--- src/rtl/pc_sequencer_pkg.sv ---
// Shared definitions for the PC sequencer slice.
//   - state_t : fetch/execute/halt controller state
//   - default address/instruction widths and return-stack depth
package pc_seq_pkg;

    localparam int AW_DEF        = 16;
    localparam int IW_DEF        = 16;
    localparam int RAS_DEPTH_DEF = 4;

    typedef enum logic [1:0] {
        FETCH = 2'd0,
        EXEC  = 2'd1,
        HALT  = 2'd2
    } state_t;

endpackage

--- src/rtl/pc_sequencer_if.sv ---
// Instruction-memory fetch bus between the sequencer and the instruction memory.
//   imem_req  : fetch request (sequencer -> memory)
//   imem_addr : fetch address (sequencer -> memory)
//   imem_ack  : single-cycle data-valid pulse (memory -> sequencer)
//   imem_data : fetched instruction (memory -> sequencer)
interface pc_sequencer_if
    import pc_seq_pkg::*;
#(
    parameter int AW = AW_DEF,
    parameter int IW = IW_DEF
);
    logic          imem_req;
    logic [AW-1:0] imem_addr;
    logic          imem_ack;
    logic [IW-1:0] imem_data;

    modport master (output imem_req, imem_addr, input  imem_ack, imem_data);
    modport slave  (input  imem_req, imem_addr, output imem_ack, imem_data);
endinterface

--- src/rtl/pc_sequencer_ras.sv ---
// Circular return-address stack.
//   push/din  : store din on top; when full the oldest entry is overwritten
//   pop       : drop top entry (caller never pops when empty, never pushes and
//               pops in the same cycle)
//   dout      : current top entry, valid when !empty
//   empty/full: occupancy flags; count saturates at DEPTH
module pc_ras
    import pc_seq_pkg::*;
#(
    parameter int AW    = AW_DEF,
    parameter int DEPTH = RAS_DEPTH_DEF
) (
    input  logic          clk,
    input  logic          reset,
    input  logic          push,
    input  logic          pop,
    input  logic [AW-1:0] din,
    output logic [AW-1:0] dout,
    output logic          empty,
    output logic          full
);
    localparam int PW = $clog2(DEPTH);
    localparam int CW = $clog2(DEPTH + 1);

    logic [AW-1:0] mem [DEPTH];
    logic [PW-1:0] ptr;   // next free slot; top of stack is ptr-1
    logic [CW-1:0] cnt;

    assign empty = (cnt == '0);
    assign full  = (cnt == CW'(DEPTH));
    assign dout  = mem[ptr - PW'(1)];

    always_ff @(posedge clk or posedge reset) begin
        if (reset) begin
            ptr <= '0;
            cnt <= '0;
        end else if (push) begin
            // When full, ptr already points at the oldest entry, so the
            // write below recycles it and the count stays saturated.
            ptr <= ptr + PW'(1);
            if (!full) cnt <= cnt + CW'(1);
        end else if (pop) begin
            ptr <= ptr - PW'(1);
            cnt <= cnt - CW'(1);
        end
    end

    always_ff @(posedge clk) begin
        if (push) mem[ptr] <= din;
    end

endmodule

--- src/rtl/pc_sequencer.sv ---
// Fetch/execute controller driving an external always-counting 16-bit PC.
//   pc_cur            : current counter value
//   pc_sel/pc_in      : load pc_in on the next edge (also used to hold the PC)
//   pc_dec            : count down instead of up when pc_sel=0
//   imem              : instruction fetch bus (master side)
//   instr             : latched instruction for the external decoder
//   dec_*             : decoder control-flow flags (one-hot or none)
//   stall/resume      : hold EXEC for a cycle / leave HALT
//   halted            : high while in HALT
//   ras_ovf/ras_unf   : sticky return-stack overflow / underflow
module pc_sequencer
    import pc_seq_pkg::*;
#(
    parameter int AW        = AW_DEF,
    parameter int IW        = IW_DEF,
    parameter int RAS_DEPTH = RAS_DEPTH_DEF
) (
    input  logic           clk,
    input  logic           reset,
    input  logic [AW-1:0]  pc_cur,
    output logic           pc_sel,
    output logic           pc_dec,
    output logic [AW-1:0]  pc_in,
    pc_sequencer_if.master imem,
    output logic [IW-1:0]  instr,
    input  logic           dec_jump,
    input  logic           dec_call,
    input  logic           dec_ret,
    input  logic           dec_back,
    input  logic           dec_halt,
    input  logic [AW-1:0]  dec_target,
    input  logic           stall,
    input  logic           resume,
    output logic           halted,
    output logic           ras_ovf,
    output logic           ras_unf
);
    state_t        state, nxt;
    logic          req, capture, push, pop, set_ovf, set_unf;
    logic          ras_empty, ras_full;
    logic [AW-1:0] ras_dout;

    assign imem.imem_req  = req;
    assign imem.imem_addr = pc_cur;

    pc_ras #(.AW(AW), .DEPTH(RAS_DEPTH)) u_ras (
        .clk   (clk),
        .reset (reset),
        .push  (push),
        .pop   (pop),
        .din   (pc_cur + AW'(1)),
        .dout  (ras_dout),
        .empty (ras_empty),
        .full  (ras_full)
    );

    always_ff @(posedge clk or posedge reset) begin
        if (reset) begin
            state   <= FETCH;
            instr   <= '0;
            ras_ovf <= 1'b0;
            ras_unf <= 1'b0;
        end else begin
            state   <= nxt;
            if (capture) instr <= imem.imem_data;
            ras_ovf <= ras_ovf | set_ovf;
            ras_unf <= ras_unf | set_unf;
        end
    end

    // The counter moves on every edge, so the default action is "hold":
    // load the current value back in.
    always_comb begin
        nxt     = state;
        pc_sel  = 1'b1;
        pc_dec  = 1'b0;
        pc_in   = pc_cur;
        req     = 1'b0;
        halted  = 1'b0;
        capture = 1'b0;
        push    = 1'b0;
        pop     = 1'b0;
        set_ovf = 1'b0;
        set_unf = 1'b0;
        if (reset) begin
            pc_in = '0;
        end else begin
            unique case (state)
                FETCH: begin
                    req = 1'b1;
                    if (imem.imem_ack) begin
                        capture = 1'b1;
                        nxt     = EXEC;
                    end
                end
                EXEC: begin
                    if (stall) begin
                        nxt = EXEC;
                    end else if (dec_halt) begin
                        pc_sel = 1'b0;
                        nxt    = HALT;
                    end else if (dec_jump) begin
                        pc_in = dec_target;
                        nxt   = FETCH;
                    end else if (dec_call) begin
                        push    = 1'b1;
                        set_ovf = ras_full;
                        pc_in   = dec_target;
                        nxt     = FETCH;
                    end else if (dec_ret) begin
                        if (ras_empty) begin
                            set_unf = 1'b1;
                            nxt     = HALT;
                        end else begin
                            pop   = 1'b1;
                            pc_in = ras_dout;
                            nxt   = FETCH;
                        end
                    end else if (dec_back) begin
                        pc_sel = 1'b0;
                        pc_dec = 1'b1;
                        nxt    = FETCH;
                    end else begin
                        pc_sel = 1'b0;
                        nxt    = FETCH;
                    end
                end
                HALT: begin
                    halted = 1'b1;
                    if (resume) nxt = FETCH;
                end
                default: nxt = FETCH;
            endcase
        end
    end

endmodule
--- src/flat_wrapper.sv ---
// flat-port wrapper written by rule: the top's interface ports become plain ports
module pc_sequencer_flat import pc_seq_pkg::*;
#(
    parameter int AW        = AW_DEF,
    parameter int IW        = IW_DEF,
    parameter int RAS_DEPTH = RAS_DEPTH_DEF
)
  (clk, reset, pc_cur, pc_sel, pc_dec, pc_in, instr, dec_jump, dec_call, dec_ret, dec_back, dec_halt, dec_target, stall, resume, halted, ras_ovf, ras_unf, imem_imem_req, imem_imem_addr, imem_imem_ack, imem_imem_data);
  pc_sequencer_if #(.AW(AW), .IW(IW)) imem_i ();
  input  logic clk;
  input  logic reset;
  input  logic [AW-1:0] pc_cur;
  output logic pc_sel;
  output logic pc_dec;
  output logic [AW-1:0] pc_in;
  output logic [IW-1:0] instr;
  input  logic dec_jump;
  input  logic dec_call;
  input  logic dec_ret;
  input  logic dec_back;
  input  logic dec_halt;
  input  logic [AW-1:0] dec_target;
  input  logic stall;
  input  logic resume;
  output logic halted;
  output logic ras_ovf;
  output logic ras_unf;
  output wire logic [$bits(imem_i.imem_req)-1:0] imem_imem_req;
  output wire logic [$bits(imem_i.imem_addr)-1:0] imem_imem_addr;
  input wire logic [$bits(imem_i.imem_ack)-1:0] imem_imem_ack;
  input wire logic [$bits(imem_i.imem_data)-1:0] imem_imem_data;
  assign imem_imem_req = imem_i.imem_req;
  assign imem_imem_addr = imem_i.imem_addr;
  assign imem_i.imem_ack = imem_imem_ack;
  assign imem_i.imem_data = imem_imem_data;
  pc_sequencer #(.AW(AW), .IW(IW), .RAS_DEPTH(RAS_DEPTH)) u_core (.clk(clk), .reset(reset), .pc_cur(pc_cur), .pc_sel(pc_sel), .pc_dec(pc_dec), .pc_in(pc_in), .imem(imem_i), .instr(instr), .dec_jump(dec_jump), .dec_call(dec_call), .dec_ret(dec_ret), .dec_back(dec_back), .dec_halt(dec_halt), .dec_target(dec_target), .stall(stall), .resume(resume), .halted(halted), .ras_ovf(ras_ovf), .ras_unf(ras_unf));
endmodule
--- config.mk ---
export PLATFORM = sky130hd
export DESIGN_NAME = pc_sequencer_flat
export DESIGN_NICKNAME = d
export VERILOG_FILES = /design/src/rtl/pc_sequencer_pkg.sv /design/src/rtl/pc_sequencer_if.sv /design/src/rtl/pc_sequencer_ras.sv /design/src/rtl/pc_sequencer.sv /design/src/flat_wrapper.sv
export SDC_FILE = /design/constraint.sdc
export NUM_CORES = 1
export LEC_CHECK = 0
export ABC_AREA = 0
export ABC_CLOCK_PERIOD_IN_PS = 2500
export CELL_PAD_IN_SITES_DETAIL_PLACEMENT = 1
export CELL_PAD_IN_SITES_GLOBAL_PLACEMENT = 1
export CORE_ASPECT_RATIO = 0.8
export CORE_UTILIZATION = 36
export DETAILED_ROUTE_END_ITERATION = 6
export GPL_ROUTABILITY_DRIVEN = 0
export PLACE_DENSITY = 0.84
export SLEW_MARGIN = 15
export SYNTH_ARGS = -nofsm -noshare
export SYNTH_HDL_FRONTEND = slang
export SYNTH_HIERARCHICAL = 1
export SYNTH_SLANG_ARGS = --single-unit
--- constraint.sdc ---
create_clock -name clk -period 2.5 [get_ports clk]
set_input_delay 0.25 -clock clk [delete_from_list [all_inputs] [get_ports clk]]
set_output_delay 0.25 -clock clk [all_outputs]
set_load 0.05 [all_outputs]
Yosys cells after proc, flatten, opt, wreduce, memory -nomap -nowiden
Memory sizes are Yosys's and may differ from the RTL's. Cells that the tools add are included.

Register bits: 25. Bits in writable memories: 64. Logic and storage cells: 100. Memories kept: 1.

Memories: u_core.u_ras.mem (words 4, bits a word 16, read ports 1, clocked after memory_dff 0, wr ports 1, RTL line pc_sequencer_ras.sv:25) `logic [AW-1:0] mem [DEPTH];`.

$add $sub $neg: 5. Equal/unequal tests: 6. Muxes and demuxes: 74. Bitwise logic cells: 3. Reductions and logical operators: 5.

Operators by type and width (count): 16-bit 2-to-1 mux (8); 1-bit 2-to-1 mux (52); 2-bit 2-to-1 mux (10); 16-bit by 1-bit adder with 16-bit output (second input constant) (1); 3-bit 2-to-1 mux (3); 2-bit inequality test (second input constant) (3); 2-bit case mux with 3 select lines (1); 3-bit by 1-bit adder with 3-bit output (second input constant) (1); 3-bit equality test (second input constant) (1); 3-bit logical NOT (1); 3-bit AND reduction (1); 3-bit by 1-bit subtractor with 3-bit output (second input constant) (1); 2-bit by 1-bit adder with 2-bit output (second input constant) (1); 2-bit by 1-bit equality test with 1-bit output (second input constant) (1); 2-bit equality test (second input constant) (1); 2-bit logical NOT (1); 1-bit OR (2); 2-bit AND reduction (1); 2-bit nonzero test (1); 2-bit by 1-bit subtractor with 2-bit output (second input constant) (1); 1-bit inverter (1).

Longest topological paths before layout
Gate-level depths: netlist of the first run.

Depth after elaboration: 11. Gate-level depth with buffers: 9. Depth with buffers taken out: 6.

Modules after synthesis
Netlist of the first run, hierarchy kept.

Modules (own cells, without submodules): pc_ras (times used 1, cells each 122, area each 2706.3 sq um, seq. area each 2047.0 sq um); pc_sequencer (times used 1, cells each 175, area each 1671.6 sq um, seq. area each 500.5 sq um).

Least setup slack after synthesis of the first run
No wires, ideal clock.

Path type: register to output. From: register u_core.u_ras.ptr[0]. To: output port pc_in[0]. Arrival: 2.871 ns. Data required time: 2.250 ns. Path slack: -0.621 ns. Cell stages (with the launch flop): 10. Buffers on the path: 4. Cells stage by stage: dfrtp_1 > buf_6 > buf_12 > inv_1 > ha_1 > buf_2 > buf_2 > mux4_2 > o22ai_1 > a221oi_1.

Longest elaborated chain between the ends: 10.

Ends and longest elaborated chain: from (decl) (RTL line pc_sequencer_ras.sv:26) `logic [PW-1:0] ptr;`; from (signal assigned) (RTL line pc_sequencer_ras.sv:40) `ptr <= ptr + PW'(1);`; from (signal assigned) (RTL line pc_sequencer_ras.sv:43) `ptr <= ptr - PW'(1);`; 2-bit by 1-bit subtractor with 2-bit output (RTL line pc_sequencer_ras.sv:31) `assign dout = mem[ptr - PW'(1)];`; memory 4 x 16 bit; named net u_core.ras_dout[0] (RTL line pc_sequencer.sv:41) `logic [AW-1:0] ras_dout;`; 16-bit 2-to-1 mux (RTL line pc_sequencer.sv:111) `if (ras_empty) begin`; 16-bit 2-to-1 mux (RTL line pc_sequencer.sv:110) `end else if (dec_ret) begin`; 16-bit 2-to-1 mux (RTL line pc_sequencer.sv:105) `end else if (dec_call) begin`; 16-bit 2-to-1 mux (RTL line pc_sequencer.sv:102) `end else if (dec_jump) begin`; 16-bit 2-to-1 mux (RTL line pc_sequencer.sv:99) `end else if (dec_halt) begin`; 16-bit 2-to-1 mux (RTL line pc_sequencer.sv:97) `if (stall) begin`; 16-bit 2-to-1 mux (RTL line pc_sequencer.sv:88) `unique case (state)`; 16-bit 2-to-1 mux (RTL line pc_sequencer.sv:85) `if (reset) begin`; to (decl) (RTL line flat_wrapper.sv:15) `output logic [AW-1:0] pc_in;`.

The timed path passes the listed nets, and every way through them passes these cells.

Worst setup path in the final report of the first run
From: register u_core.u_ras.cnt[1]. To: output port pc_in[2].

Longest elaborated chain between the ends: 9.

Ends and longest elaborated chain: from (decl) (RTL line pc_sequencer_ras.sv:27) `logic [CW-1:0] cnt;`; from (signal assigned) (RTL line pc_sequencer_ras.sv:41) `if (!full) cnt <= cnt + CW'(1);`; from (signal assigned) (RTL line pc_sequencer_ras.sv:44) `cnt <= cnt - CW'(1);`; 3-bit logical NOT (RTL line pc_sequencer_ras.sv:29) `assign empty = (cnt == '0);`; named net u_core.ras_empty (RTL line pc_sequencer.sv:40) `logic ras_empty, ras_full;`; 16-bit 2-to-1 mux (RTL line pc_sequencer.sv:111); 16-bit 2-to-1 mux (RTL line pc_sequencer.sv:110); 16-bit 2-to-1 mux (RTL line pc_sequencer.sv:105); 16-bit 2-to-1 mux (RTL line pc_sequencer.sv:102); 16-bit 2-to-1 mux (RTL line pc_sequencer.sv:99); 16-bit 2-to-1 mux (RTL line pc_sequencer.sv:97); 16-bit 2-to-1 mux (RTL line pc_sequencer.sv:88); 16-bit 2-to-1 mux (RTL line pc_sequencer.sv:85).

The timed path passes the listed nets, and every way through them passes these cells.

==> results of run 1 <==
==> registers in the layout (all words and copies together) (netlist names) <==
name,cells
u_core/instr,16
u_core/state,2
u_core/ras_ovf,1
u_core/ras_unf,1
u_core/u_ras/ptr,2
u_core/u_ras/cnt,3
u_core/u_ras/mem,64
==> logic make-up after synthesis <==
family,Yosys count
DFF,89
buffers and inverters,54
and+or+nand+nor,51
AOI/OAI and AO/OA,49
muxes,32
xor gates and xnor gates,16
adders and majority gates,6
==> power by group <==
part	switching (µW)	leakage (µW)	internal, µW
registers	135	0.000874	1790
clock network	583	0.000170	978
logic	1510	0.00133	1170
==> synthesized netlist by cell type (4+ instances only) <==
library cell,count,area (µm²)
nor3_1,7,35.0
buf_2,5,25.0
mux4_2,8,180
a221oi_1,7,61.3
mux2_2,16,180
and2_1,5,31.3
nor3b_1,4,30.0
nor2_1,7,26.3
nand2_1,5,18.8
o22ai_1,17,106
xnor2_1,15,131
inv_1,22,82.6
ha_1,5,62.6
buf_4,17,128
nand3_1,7,35.0
nor4_1,5,31.3
clkbuf_1,5,18.8
a221oi_2,9,135
o21ai_0,5,25.0
mux4_1,8,210
dfrtp_1,25,626
edfxtp_1,64,1920
==> critical path, delay by kind of cell, from the launching register on <==
kind / cells / cell delay [ns]
and+or+nand+nor: 2 / 0.79
DFF: 1 / 0.38
AOI/OAI and AO/OA: 2 / 0.33
buffers and inverters: 2 / 0.37
==> path summary, 6_finish.rpt <==
path                            slack (ns)                   to           startpoint  cells after the start
worst max-delay path                  0.01             pc_in[2]  u_core/u_ras/cnt[1]                      6
worst min-delay path                  0.50       u_core/ras_unf       u_core/ras_unf                      1
max in group asynchronous             1.66      u_core/state[0]                reset                      3
worst max register to register        0.09  u_core/u_ras/cnt[2]      u_core/state[1]                      7
worst min register to register        0.50       u_core/ras_unf       u_core/ras_unf                      1
min in group asynchronous             0.59  u_core/u_ras/ptr[0]                reset                      3
==> stage by stage <==
step           instances  hold slack (ns)  total power (µW)  setup WS, ns  setup TNS, ns
3_3_place_gp         555            0.443              4360        0.0891              0
3_5_place_dp         555            0.461              4430       -0.0241        -0.0241
5_1_grt              578            0.516              6370       -0.0530         -0.580
2_1_floorplan        297           0.0285              3590        -0.189          -1.81
4_1_cts              576            0.507              6100        0.0147              0
6_report             578            0.503              6160        0.0135              0
==> area by class of cell <==
class                      instances  area share
sequential                        89       0.390
tap                              148      0.0283
clock buffer                       9      0.0344
inverter                          22      0.0126
timing repair buffer             149       0.254
clock inverter                     7      0.0180
multi-input combinational        154       0.263
==> metal layers <==
layer / global-route usage / vias up / part of all wire
met5: 0 / - / 0
met4: 0.0797 / 0 / 0.029
met3: 0.0600 / 34 / 0.056
met2: 0.393 / 116 / 0.51
met1: 0.265 / 1654 / 0.40
li1: - / 1399 / -
==> repair_timing <==
action	4_1_cts	5_1_grt
pin swaps	2	2
buffers inserted	5	2
gates cloned	0	0
resized for setup	7	10
hold buffers	0	0
setup endpoints to repair	16	15
==> results.json, run 1 <==
{
  "final_common_cell": "clkdlybuf4s50_1",
  "seq_area_frac_synth": 0.582,
  "synth-edff-count": 64,
  "grt.total_usage": 0.223,
  "worstMarginPinSlew_ns": 0.538,
  "hpwl_um": 9400,
  "drive_gt1_frac": 0.309,
  "cts_buffers": 9,
  "crit_chain": "nor3_2 -> or4b_2 -> buf_12 -> o22ai_2 -> a221oi_4 -> buf_12",
  "floorplan.die_area_um2": 12600,
  "postSynthCellCount": 297,
  "grt_pass1_wl_um": 20700,
  "synth_fp_nets": 361,
  "worst_hold_path_type": "reg -> reg",
  "synthDistinctLibCells": 41,
  "synthToLayoutAreaGrowth_pct": 49.4,
  "fin_crit_sh": 0.995,
  "synth-warning-count": 6,
  "tritoncts": "built",
  "die-width_um": 125,
  "clock_skew_ns": 0.00834,
  "placeableCoreArea_um2": 11700,
  "startpoint_type": "register",
  "h-tree-depth": 3,
  "maxCapViolCount": 0,
  "syn-cell-area_um2": 4380,
  "postLayoutCoreUtil": 0.560,
  "final_nets": 489,
  "place_area_um2": 6050,
  "routed_wl_um": 13700,
  "drt.antenna.violating_nets": 0,
  "synth.avg_cell_area_um2": 14.7,
  "antennaDiodeCount": 0,
  "initial_core_util": 0.374,
  "globalRouteOverflowTotal": 0,
  "seq_area_um2": 2550,
  "simple_logic_cell_fraction_of_the_synthesized_area": 0.0717,
  "async_reset_ff_frac": 0.281,
  "routed_wire_length_per_instance_um": 23.7,
  "timing.critical_path.mode_cell": "buf_12",
  "postSynthRegisterBits": 89,
  "critical_path_start_end_classification": "reg -> out",
  "cts-root-to-sink-buffers": 2,
  "std_cell_rows": 35,
  "port_buffers": 111,
  "synth_top_flop_cell": "edfxtp_1",
  "drt_pass1_iterations": 7,
  "report.final.setup_viol": 0,
  "layout.cells.most_common_list": "91 x clkdlybuf4s50_1, 64 x edfxtp_1, 32 x buf_4",
  "die-height_um": 101,
  "run_status": "complete, but fails checks",
  "worst_setup_path_end_kind": "output port",
  "vdd.ir_drop.worst_mv": 0.506,
  "top_level_ports": 112,
  "routed-via-count": 3203,
  "power.static_leakage_uw": 0.00237,
  "clockRootBuffer": "clkbuf_16",
  "crit_path_max_fanout": 16,
  "first_global_vias": 3552,
  "slowest_stage": "or4b_2",
  "drc": 5,
  "clock_pin_slew_on_the_worst_setup_and_hold_paths_ns": 0.07,
  "clk_latency_ns": 0.35,
  "main_combinational_cell_family_by_area_after_synthesis": "multiplexers",
  "timing.critical_path.slowest_cell_delay_ns": 0.72,
  "multi_input_area_um2": 1720,
  "grt_max_degree": 21,
  "design_area_um2": 6540,
  "cts_num_sinks": 89,
  "initialDrtViolationCount": 173,
  "power_density_nw_per_um2": 942,
  "final.min_clock_period_ns": 2.49,
  "fillCellCount": 1098,
  "report.final.hold_viol_count": 0,
  "critical_path_required_ns": 2.25,
  "maxSlewHeadroom": 0.640,
  "max_slew_violation_total_from_the_final_report": 0,
  "synth_xor_xnor_area_share": 0.0320,
  "synth_compound_area_frac": 0.0940,
  "antenna_found_initial": 0,
  "detail_route.vias_per_cell": 5.54,
  "synth_fa_ha_area_frac": 0.0189,
  "failed_checks": "DRC",
  "setup_repair_after_global_routing_missed_its_margin": "true",
  "muxShareOfSynthArea": 0.130,
  "achievable-frequency_mhz": 402,
  "worst_ep_arrival_time_ns": 2.24
}
Note: power is estimated with default switching activity, not from simulation.
==> inputs of run 2 (changes only) <==
--- a/config.mk
+++ b/config.mk
@@ -7,13 +7,11 @@
 export LEC_CHECK = 0
 export ABC_AREA = 0
 export ABC_CLOCK_PERIOD_IN_PS = 2500
-export CELL_PAD_IN_SITES_DETAIL_PLACEMENT = 1
-export CELL_PAD_IN_SITES_GLOBAL_PLACEMENT = 1
 export CORE_ASPECT_RATIO = 0.8
-export CORE_UTILIZATION = 36
+export CORE_UTILIZATION = 44
 export DETAILED_ROUTE_END_ITERATION = 6
 export GPL_ROUTABILITY_DRIVEN = 0
-export PLACE_DENSITY = 0.84
+export PLACE_DENSITY = 0.83
 export SLEW_MARGIN = 15
 export SYNTH_ARGS = -nofsm -noshare
 export SYNTH_HDL_FRONTEND = slang
==> results.json, run 2 (synthesis gave the netlist of run 1 again) <==
{
  "crit_chain": "nor3_2 -> or4b_4 -> o22ai_1 -> a221oi_4 -> buf_12",
  "initial_core_util": 0.454,
  "tritoncts": "built",
  "clock_skew_ns": 0.0105,
  "globalRouteOverflowTotal": 0,
  "drc": 2,
  "detail_route.vias_per_cell": 5.77,
  "largest_register_ffs": 64,
  "achievable-frequency_mhz": 404,
  "critical_path.reg2reg.startpoint": "u_core/state[1]",
  "report.final.hold_viol_count": 0,
  "power_density_nw_per_um2": 942,
  "initialDrtViolationCount": 247,
  "first_global_vias": 3205,
  "cts_buffers": 9,
  "largest_registers": "u_core/u_ras/mem x64, u_core/instr x16, u_core/u_ras/cnt x3",
  "max_slew_violation_total_from_the_final_report": 0,
  "timing.critical_path.slowest_cell_delay_ns": 0.69,
  "crit-reg2reg-capture": "u_core/u_ras/cnt[2]",
  "maxCapViolCount": 0,
  "layout_setup_ws_ns": 0.0226,
  "routed_wire_length_per_instance_um": 21.4,
  "hpwl_um": 8050,
  "largest_register": "u_core/u_ras/mem",
  "synthToLayoutAreaGrowth_pct": 46.3,
  "pre_cts_slack_ns": 0.0224,
  "failed_checks": "DRC",
  "maxSlewHeadroom": 0.605,
  "reg2reg_depth": 7,
  "crit_path_max_fanout": 16,
  "critical_path_required_ns": 2.25,
  "vdd.ir_drop.worst_mv": 0.462,
  "drt.antenna.violating_nets": 0,
  "top_level_ports": 112,
  "cts-root-to-sink-buffers": 2,
  "routed_wl_um": 12000,
  "cts_num_sinks": 89,
  "fin_crit_sh": 0.991,
  "die-width_um": 114,
  "startpoint_type": "register",
  "routed-via-count": 3231,
  "slowest_stage": "or4b_4",
  "report.power.total_uw": 6030,
  "antenna_found_initial": 0,
  "worst_ep_arrival_time_ns": 2.23,
  "place_area_um2": 5980,
  "drive_gt1_frac": 0.278,
  "floorplan.die_area_um2": 10400,
  "report.final.setup_viol": 0,
  "placeableCoreArea_um2": 9650,
  "holdBufCountCts": 0,
  "grt_max_degree": 20,
  "grt.total_usage": 0.234,
  "worstMarginPinSlew_ns": 0.587,
  "worst_hold_path_type": "in -> async",
  "final.min_clock_period_ns": 2.48,
  "design_area_um2": 6400,
  "critical_path_start_end_classification": "reg -> out",
  "final_nets": 483,
  "die-height_um": 91.2,
  "clock_pin_slew_on_the_worst_setup_and_hold_paths_ns": 0.06,
  "port_buffers": 111,
  "final_common_cell": "clkdlybuf4s50_1",
  "worst_setup_path_end_kind": "output port",
  "tns_ns": 0,
  "std_cell_rows": 32,
  "drt_pass1_iterations": 7,
  "postLayoutCoreUtil": 0.664,
  "run_status": "complete, but fails checks",
  "clockRootBuffer": "clkbuf_16",
  "ff2ff_setup_slack_ns": 0.18,
  "power.static_leakage_uw": 0.00232,
  "antennaDiodeCount": 0,
  "layout.cells.most_common_list": "91 x clkdlybuf4s50_1, 64 x edfxtp_1, 25 x buf_4",
  "h-tree-depth": 3,
  "clk_latency_ns": 0.34,
  "grt_pass1_wl_um": 17900
}
-- run 2: cell type report --
type,instances,area (µm²)
Multi-Input combinational cell,154,1670
Inverter,22,82.6
Tap cell,136,170
Timing Repair Buffer,143,1620
Clock inverter,4,50.0
Fill cell,647,3240
Sequential cell,89,2550
Clock buffer,12,258
-- run 2: where the power goes --
part	total (µW)	switching, µW	internal (µW)	leakage [µW]
Combinational	2700	1460	1240	0.00129
Sequential	1960	170	1790	0.000875
Clock	1370	535	838	0.000153
Total	6030	2170	3870	0.00232
-- run 2: worst max path at each step --
stage	from	end	slack [ns]	cells past startpoint
after floorplan	u_core/state[1]	pc_in[14]	-0.19	5
after global placement	dec_ret	pc_in[12]	0.11	5
after detailed placement	stall	pc_in[8]	0.02	6
after CTS	u_core/u_ras/cnt[0]	pc_in[8]	-0.04	7
after global routing	u_core/u_ras/cnt[2]	pc_in[5]	-0.02	5
final	u_core/u_ras/cnt[2]	pc_in[5]	0.02	5
-- run 2: through the flow --
| step | hold WS (ns) | cells |
|---|---|---|
| floorplan | 0.0285 | 297 |
| global placement | 0.443 | 539 |
| detailed placement | 0.446 | 539 |
| CTS | 0.280 | 556 |
| global route | 0.298 | 560 |
| finish | 0.278 | 560 |
-- run 2: layer usage --
layer,routed length [µm],part of all wire,track usage
met4,197,0.016,0.0779
met5,0,0,0
met3,892,0.075,0.0567
met2,6230,0.52,0.380
met1,4640,0.39,0.308
-- run 2: what timing repair did --
| action | 4_1_cts | 5_1_grt |
|---|---|---|
| buffers inserted | 1 | 3 |
| pin swaps | 1 | 2 |
| endpoints found under the setup margin | 16 | 16 |
| gates resized for setup | 1 | 11 |
| cloned | 0 | 1 |
-- run 2: worst max-delay path: cells and delay by family, from the launching register on --
family,cells,cell delay [ns]
AO/OA/AOI/OAI,2,0.50
buffers and inverters,1,0.18
AND/OR/NAND/NOR,2,0.77
flip-flops,1,0.45
